--- src/rtl/nzcv_status_reg.sv ---
// Registered NZCV status stage: masked flag capture, forwarded condition-code evaluation,
// and a saturating overflow-event counter with a sticky overflow bit.
module nzcv_status_reg #(
  parameter int unsigned CNT_W = 8
) (
  input  logic             clk,
  input  logic             rst,
  input  logic             upd_valid,
  input  logic [3:0]       upd_mask,
  input  logic             n_in,
  input  logic             c_in,
  input  logic             v_in,
  input  logic             z_in,
  input  logic             cond_valid,
  input  logic [3:0]       cond_code,
  output logic             cond_out_valid,
  output logic             cond_true,
  output logic [3:0]       flags,
  output logic             v_sticky,
  output logic [CNT_W-1:0] v_count,
  input  logic             sticky_clr
);

  localparam logic [CNT_W-1:0] CntOne = CNT_W'(1);
  localparam logic [CNT_W-1:0] CntMax = '1;
  localparam logic [3:0]       FlagsRst = 4'b0001;

  typedef enum logic [3:0] {
    CcEq = 4'd0,  CcNe = 4'd1,  CcCs = 4'd2,  CcCc = 4'd3,
    CcMi = 4'd4,  CcPl = 4'd5,  CcVs = 4'd6,  CcVc = 4'd7,
    CcHi = 4'd8,  CcLs = 4'd9,  CcGe = 4'd10, CcLt = 4'd11,
    CcGt = 4'd12, CcLe = 4'd13, CcAl = 4'd14, CcNv = 4'd15
  } cond_e;

  logic [3:0]       flags_q, flags_d;
  logic             cond_out_valid_q, cond_out_valid_d;
  logic             cond_true_q, cond_true_d;
  logic             v_sticky_q, v_sticky_d;
  logic [CNT_W-1:0] v_count_q, v_count_d;

  logic [3:0] in_flags;
  logic [3:0] eff_flags;
  logic       f_n, f_c, f_v, f_z;
  logic       cond_res;
  logic       v_event;

  assign in_flags = {n_in, c_in, v_in, z_in};
  assign v_event  = upd_valid & upd_mask[1] & v_in;

  // Effective flags forward this cycle's update so a same-cycle condition sees new values.
  always_comb begin
    eff_flags = flags_q;
    if (upd_valid) begin
      eff_flags = (flags_q & ~upd_mask) | (in_flags & upd_mask);
    end
  end

  assign f_n = eff_flags[3];
  assign f_c = eff_flags[2];
  assign f_v = eff_flags[1];
  assign f_z = eff_flags[0];

  always_comb begin
    cond_res = 1'b0;
    unique case (cond_e'(cond_code))
      CcEq: cond_res = f_z;
      CcNe: cond_res = ~f_z;
      CcCs: cond_res = f_c;
      CcCc: cond_res = ~f_c;
      CcMi: cond_res = f_n;
      CcPl: cond_res = ~f_n;
      CcVs: cond_res = f_v;
      CcVc: cond_res = ~f_v;
      CcHi: cond_res = f_c & ~f_z;
      CcLs: cond_res = ~f_c | f_z;
      CcGe: cond_res = (f_n == f_v);
      CcLt: cond_res = (f_n != f_v);
      CcGt: cond_res = ~f_z & (f_n == f_v);
      CcLe: cond_res = f_z | (f_n != f_v);
      CcAl: cond_res = 1'b1;
      CcNv: cond_res = 1'b0;
      default: cond_res = 1'b0;
    endcase
  end

  always_comb begin
    flags_d          = eff_flags;
    cond_out_valid_d = cond_valid;
    cond_true_d      = cond_true_q;
    if (cond_valid) begin
      cond_true_d = cond_res;
    end
  end

  // An event on the same edge as a clear wins: the count restarts at one.
  always_comb begin
    v_sticky_d = v_sticky_q;
    v_count_d  = v_count_q;
    if (v_event) begin
      v_sticky_d = 1'b1;
      if (sticky_clr) begin
        v_count_d = CntOne;
      end else if (v_count_q != CntMax) begin
        v_count_d = v_count_q + CntOne;
      end
    end else if (sticky_clr) begin
      v_sticky_d = 1'b0;
      v_count_d  = '0;
    end
  end

  always_ff @(posedge clk) begin
    if (rst) begin
      flags_q          <= FlagsRst;
      cond_out_valid_q <= 1'b0;
      cond_true_q      <= 1'b0;
      v_sticky_q       <= 1'b0;
      v_count_q        <= '0;
    end else begin
      flags_q          <= flags_d;
      cond_out_valid_q <= cond_out_valid_d;
      cond_true_q      <= cond_true_d;
      v_sticky_q       <= v_sticky_d;
      v_count_q        <= v_count_d;
    end
  end

  assign flags          = flags_q;
  assign cond_out_valid = cond_out_valid_q;
  assign cond_true      = cond_true_q;
  assign v_sticky       = v_sticky_q;
  assign v_count        = v_count_q;

endmodule

--- config.mk ---
export PLATFORM = sky130hd
export DESIGN_NAME = nzcv_status_reg
export DESIGN_NICKNAME = d
export VERILOG_FILES = /design/src/rtl/nzcv_status_reg.sv
export SDC_FILE = /design/constraint.sdc
export NUM_CORES = 1
export LEC_CHECK = 0
export CAP_MARGIN = 20
export CELL_PAD_IN_SITES_DETAIL_PLACEMENT = 1
export CELL_PAD_IN_SITES_GLOBAL_PLACEMENT = 1
export CORE_ASPECT_RATIO = 0.7
export CORE_MARGIN = 5
export CORE_UTILIZATION = 25
export DETAILED_ROUTE_END_ITERATION = 6
export PLACE_DENSITY = 0.67
export SETUP_SLACK_MARGIN = 0.4
export SLEW_MARGIN = 20
export SYNTH_ARGS = -nofsm -noshare
export SYNTH_HDL_FRONTEND = slang
export SYNTH_SLANG_ARGS = --single-unit
--- constraint.sdc ---
create_clock -name clk -period 1.7 [get_ports clk]
set_input_delay 0.255 -clock clk [delete_from_list [all_inputs] [get_ports clk]]
set_output_delay 0.255 -clock clk [all_outputs]
set_load 0.05 [all_outputs]
# Word-level counts from Yosys, hierarchy flattened
# Cells that the tools add are included.
[totals]
regBits = 15
in_bits = 17
output_inout_bits = 15
[classes]
n_addsub = 1
eq_ne = 18
n_mux = 8
bitwise = 14
n_reduce_logical = 4
[ops]
columns = ["operator", "count"]
rows = [
  ["4-bit equality test, second input constant", 8],
  ["8-bit two-way mux", 4],
  ["4-bit by 3-bit equality test with 1-bit output, second input constant", 4],
  ["1-bit one-hot mux with 16 select lines", 1],
  ["8-bit by 1-bit adder with 8-bit output, second input constant", 1],
  ["4-bit bitwise AND", 2],
  ["4-bit by 2-bit equality test with 1-bit output, second input constant", 2],
  ["8-bit != test, second input constant", 1],
  ["1-bit bitwise AND", 4],
  ["4-bit by 1-bit equality test with 1-bit output, second input constant", 1],
  ["4-bit zero test", 1],
  ["4-bit two-way mux", 1],
  ["1-bit inverter", 4],
  ["4-bit inverter", 1],
  ["4-bit OR", 1],
  ["2-bit nonzero test", 2],
  ["1-bit two-way mux", 2],
  ["1-bit OR", 2],
  ["2-bit AND reduction", 1],
  ["1-bit equality test", 1],
  ["1-bit != test", 1],
]

# Logic depth before layout (Yosys ltp)
[depth]
ltp_word = 7
mapped_depth = 7

# Worst setup path before layout
# No wires, ideal clock.
[synth_path]
kind = "register -> register"
startpoint = "reg v_count_q[0], in the netlist v_count[0]"
endpoint = "reg v_count_q[4], in the netlist v_count[4]"
arrival_time_ns = 1.681
path_slack_ns = -0.046
path_stages_with_launch = 6
period_less_slack_ns = 1.746
path_cell_list = "dfxtp_1 > ha_1 > nand3_1 > or3_1 > xor2_1 > nor2_1"
[synth_via]
elab_chain_cells = 4
[synth_lines]
columns = ["item", "line", "rtl"]
rows = [
  ["from (decl)", "39", "logic [CNT_W-1:0] v_count_q, v_count_d;"],
  ["from (signal assigned)", "124", "v_count_q <= v_count_d;"],
  ["8-bit by 1-bit adder with 8-bit output", "104", "v_count_d = v_count_q + CntOne;"],
  ["8-bit two-way mux", "103", "end else if (v_count_q != CntMax) begin"],
  ["8-bit two-way mux", "101", "if (sticky_clr) begin"],
  ["8-bit two-way mux", "99", "if (v_event) begin"],
]
# Parallel ways exist; a longest one is shown, timed or not. The select of a mux whose other input is x is not followed.
# A chain may end at the register's enable or synchronous reset.

# Worst setup path after layout
[layout_path]
startpoint = "in v_in"
endpoint = "reg v_count_q[3], in the netlist v_count[3]"
[layout_via]
elab_chain_cells = 3
[layout_lines]
columns = ["item", "line", "rtl"]
rows = [
  ["from (decl)", "12", "input logic v_in,"],
  ["1-bit bitwise AND *", "48", "assign v_event = upd_valid & upd_mask[1] & v_in;"],
  ["2-bit nonzero test (no source line)", "-", ""],
  ["2-bit AND reduction (no source line)", "-", ""],
]
# Mark *: on every way between the ends. The rest lies on a longest branch, timed or not.

==> run metrics <==
run status=finished clean; total leakage power=0.665 nW; top post-synthesis cells by count=dfxtp_1 (15), nor2_1 (15), nand2_1 (10); DR vias/cell=4.77; mux cell area share after synthesis=0.0674; Synth Area in Simple Gates=0.296; IO Pins=32; Hold Path Class=reg2reg; maximum vdd drop=0.339 mV; Starting Density=0.253; clk buf depth=2; synth top area cells=dfxtp_1 (34%), nor2_1 (6.5%), xor2_1 (5.0%), nand2_1 (4.3%), mux2i_1 (3.4%); Yosys top cell area share=0.344; DRC violations left=0; pin count of the biggest net entering global routing=10; Pre-antenna DRT Iters=4; post-synthesis compound-gate area fraction=0.182; Slew headroom=0.757; largest family of logic cells by synthesized area=simple AND/OR/NAND/NOR gates; clock latency at the later pin of the worst-skew pair=0.25 ns; Vias=approximately 1000; Die Ht=59.4 um; worst hold slack=approximately 0.45 ns; clk sinks=15; final instance area=0.00166 mm2; Worst setup SP type=input port; first-pass GRT wire length=approximately 5300 um; final core utilization=0.483; FF+latch count, synth=15; Yosys cell types=43; CTS tree=yes; grt ovf=0; H-tree depth=1; MaxCap Viol Count=0; pwr/cell area=about 550 mW/mm2; floorplan core area=roughly 0.0034 mm2; area delta synth->final=90.8%; post-route minimum period=1.44 ns; Post-Route Setup TNS=0 ns; gpl congestion=0.807; critical path data required time=1.84 ns; yosys warns=0; crit path capture type=flop; Worst Path Max Fanout=7; antenna violations before repair=0; Die W=80.6 um; Routed WL=between 3000 and 4000 um; Setup Skew=0.00231 ns; Rows=18; CTS buffer count=3; RSZ-0062 raised after global routing=true; Top FF cell, synth=dfxtp_1; Mapped Cells=between 100 and 150; average wire per cell in the routed design=15.5 um; Iter 0 DRT Violations=51; share of layout cells above drive strength 1=0.570; top achievable clock speed=694 MHz; Hold Violations, Final=0; placed cell area=0.00137 mm2; async set-reset flop share out of synthesis=0; Crit Path Class=in2reg; port buffer count=31; Root Buffer=clkbuf_8; Pwr Total=0.000913 W; vias in the first global route=~1000; leading area contributor after synthesis=dfxtp_1; Adder-Cell Fraction of Synth Area=0.0143; final period utilization=0.848; Final nets=184; synthesized cell area=872 um2; diode count=0; Worst Max-Slew Pin Slew=0.364 ns; Slew Viols, Final=0; placed wire-length estimate=2350 um; syn_nets=123; post-route ant nets=0; Post-synth EDFFs=0; WP data arrival=1.58 ns; Post-Synth XOR/XNOR Area=0.0603; sequential fraction of the synthesis area=0.344; syn avg cell area=8.31 um2; Die Area=0.00479 mm2; Worst-path clk slew=0.07 ns; gr usage total=0.143; final setup violation count=0
-- registers in the layout, summed over array words and instances, names as in the netlist --
signal          cells
v_count             8
flags               4
cond_out_valid      1
cond_true           1
v_sticky            1
-- power breakdown --
group / total (W) / switching [W] / internal [W]
clock: 0.000297 / 0.000135 / 0.000162
sequential: 0.000362 / 0.00000875 / 0.000354
combinational: 0.000254 / 0.000136 / 0.000118
-- logic make-up after synthesis --
logic type / after synthesis
AO/OA/AOI/OAI: 21
XOR/XNOR: 6
adder cells (fa/ha/maj): 1
buffers and inverters: 7
flip-flops: 15
multiplexers: 5
AND/OR/NAND/NOR: 50
-- cell type report --
type	count	area [um2]
inverters	1	3.75
fillers	391	1780
clock inverters	1	5.00
well taps	50	62.6
flip-flops and latches	15	333
multi-input cells	83	712
clock buffers	3	41.3
repair buffers	62	507
-- through the flow --
stage | worst slack (ns) | std cells
after floorplan | 0.263 | 105
after global placement | -0.370 | 199
after detailed placement | -0.464 | 199
after CTS | 0.245 | 212
after global routing | 0.212 | 215
final | 0.259 | 215
-- placed cells by master, fill, tap and decap left out, drive strengths merged, types with 2 or more instances in the layout --
master         Yosys  routed
a21o               2       2
a21oi              3       3
a31oi              3       3
and3               3       3
buf                3      46
clkbuf             3       4
clkdlybuf4s50      0       5
dfxtp             15      15
dlygate4sd2        0       8
mux2i              4       4
nand2             10      10
nand2b             2       2
nand3              5       5
nand3b             2       2
nor2              15      15
nor3               2       2
o211ai             2       2
o21ai              4       4
or2                3       3
or3                2       2
xor2               5       5
-- repair_timing --
action,CTS,global route
pin swaps,13,11
hold buffers,0,0
gates resized for setup,35,17
endpoints found under the setup margin,11,9
buffers inserted,9,3
-- layer usage --
metal / vias to the layer above / wire, um / track usage
met5: - / 0 / 0
met4: 0 / 18 / 0.0217
met3: 2 / 109 / 0.0274
met2: 19 / 1610 / 0.231
met1: 510 / 1600 / 0.203
li1: 494 / - / -
-- final timing paths --
check              from          to  slack [ns]  depth (start not counted)
max                v_in  v_count[3]        0.26                          7
min          v_count[6]  v_count[6]        0.45                          1
max reg2reg  v_count[1]  v_count[3]        0.27                          6
min reg2reg  v_count[6]  v_count[6]        0.45                          1
-- critical path: stages --
cell,delay [ns]
dlygate4sd2_1,0.25
buf_4,0.13
nand3_2,0.07
buf_4,0.17
or3_1,0.42
xor2_1,0.21
nor2_1,0.08
Power figures use the tool's default switching activity.
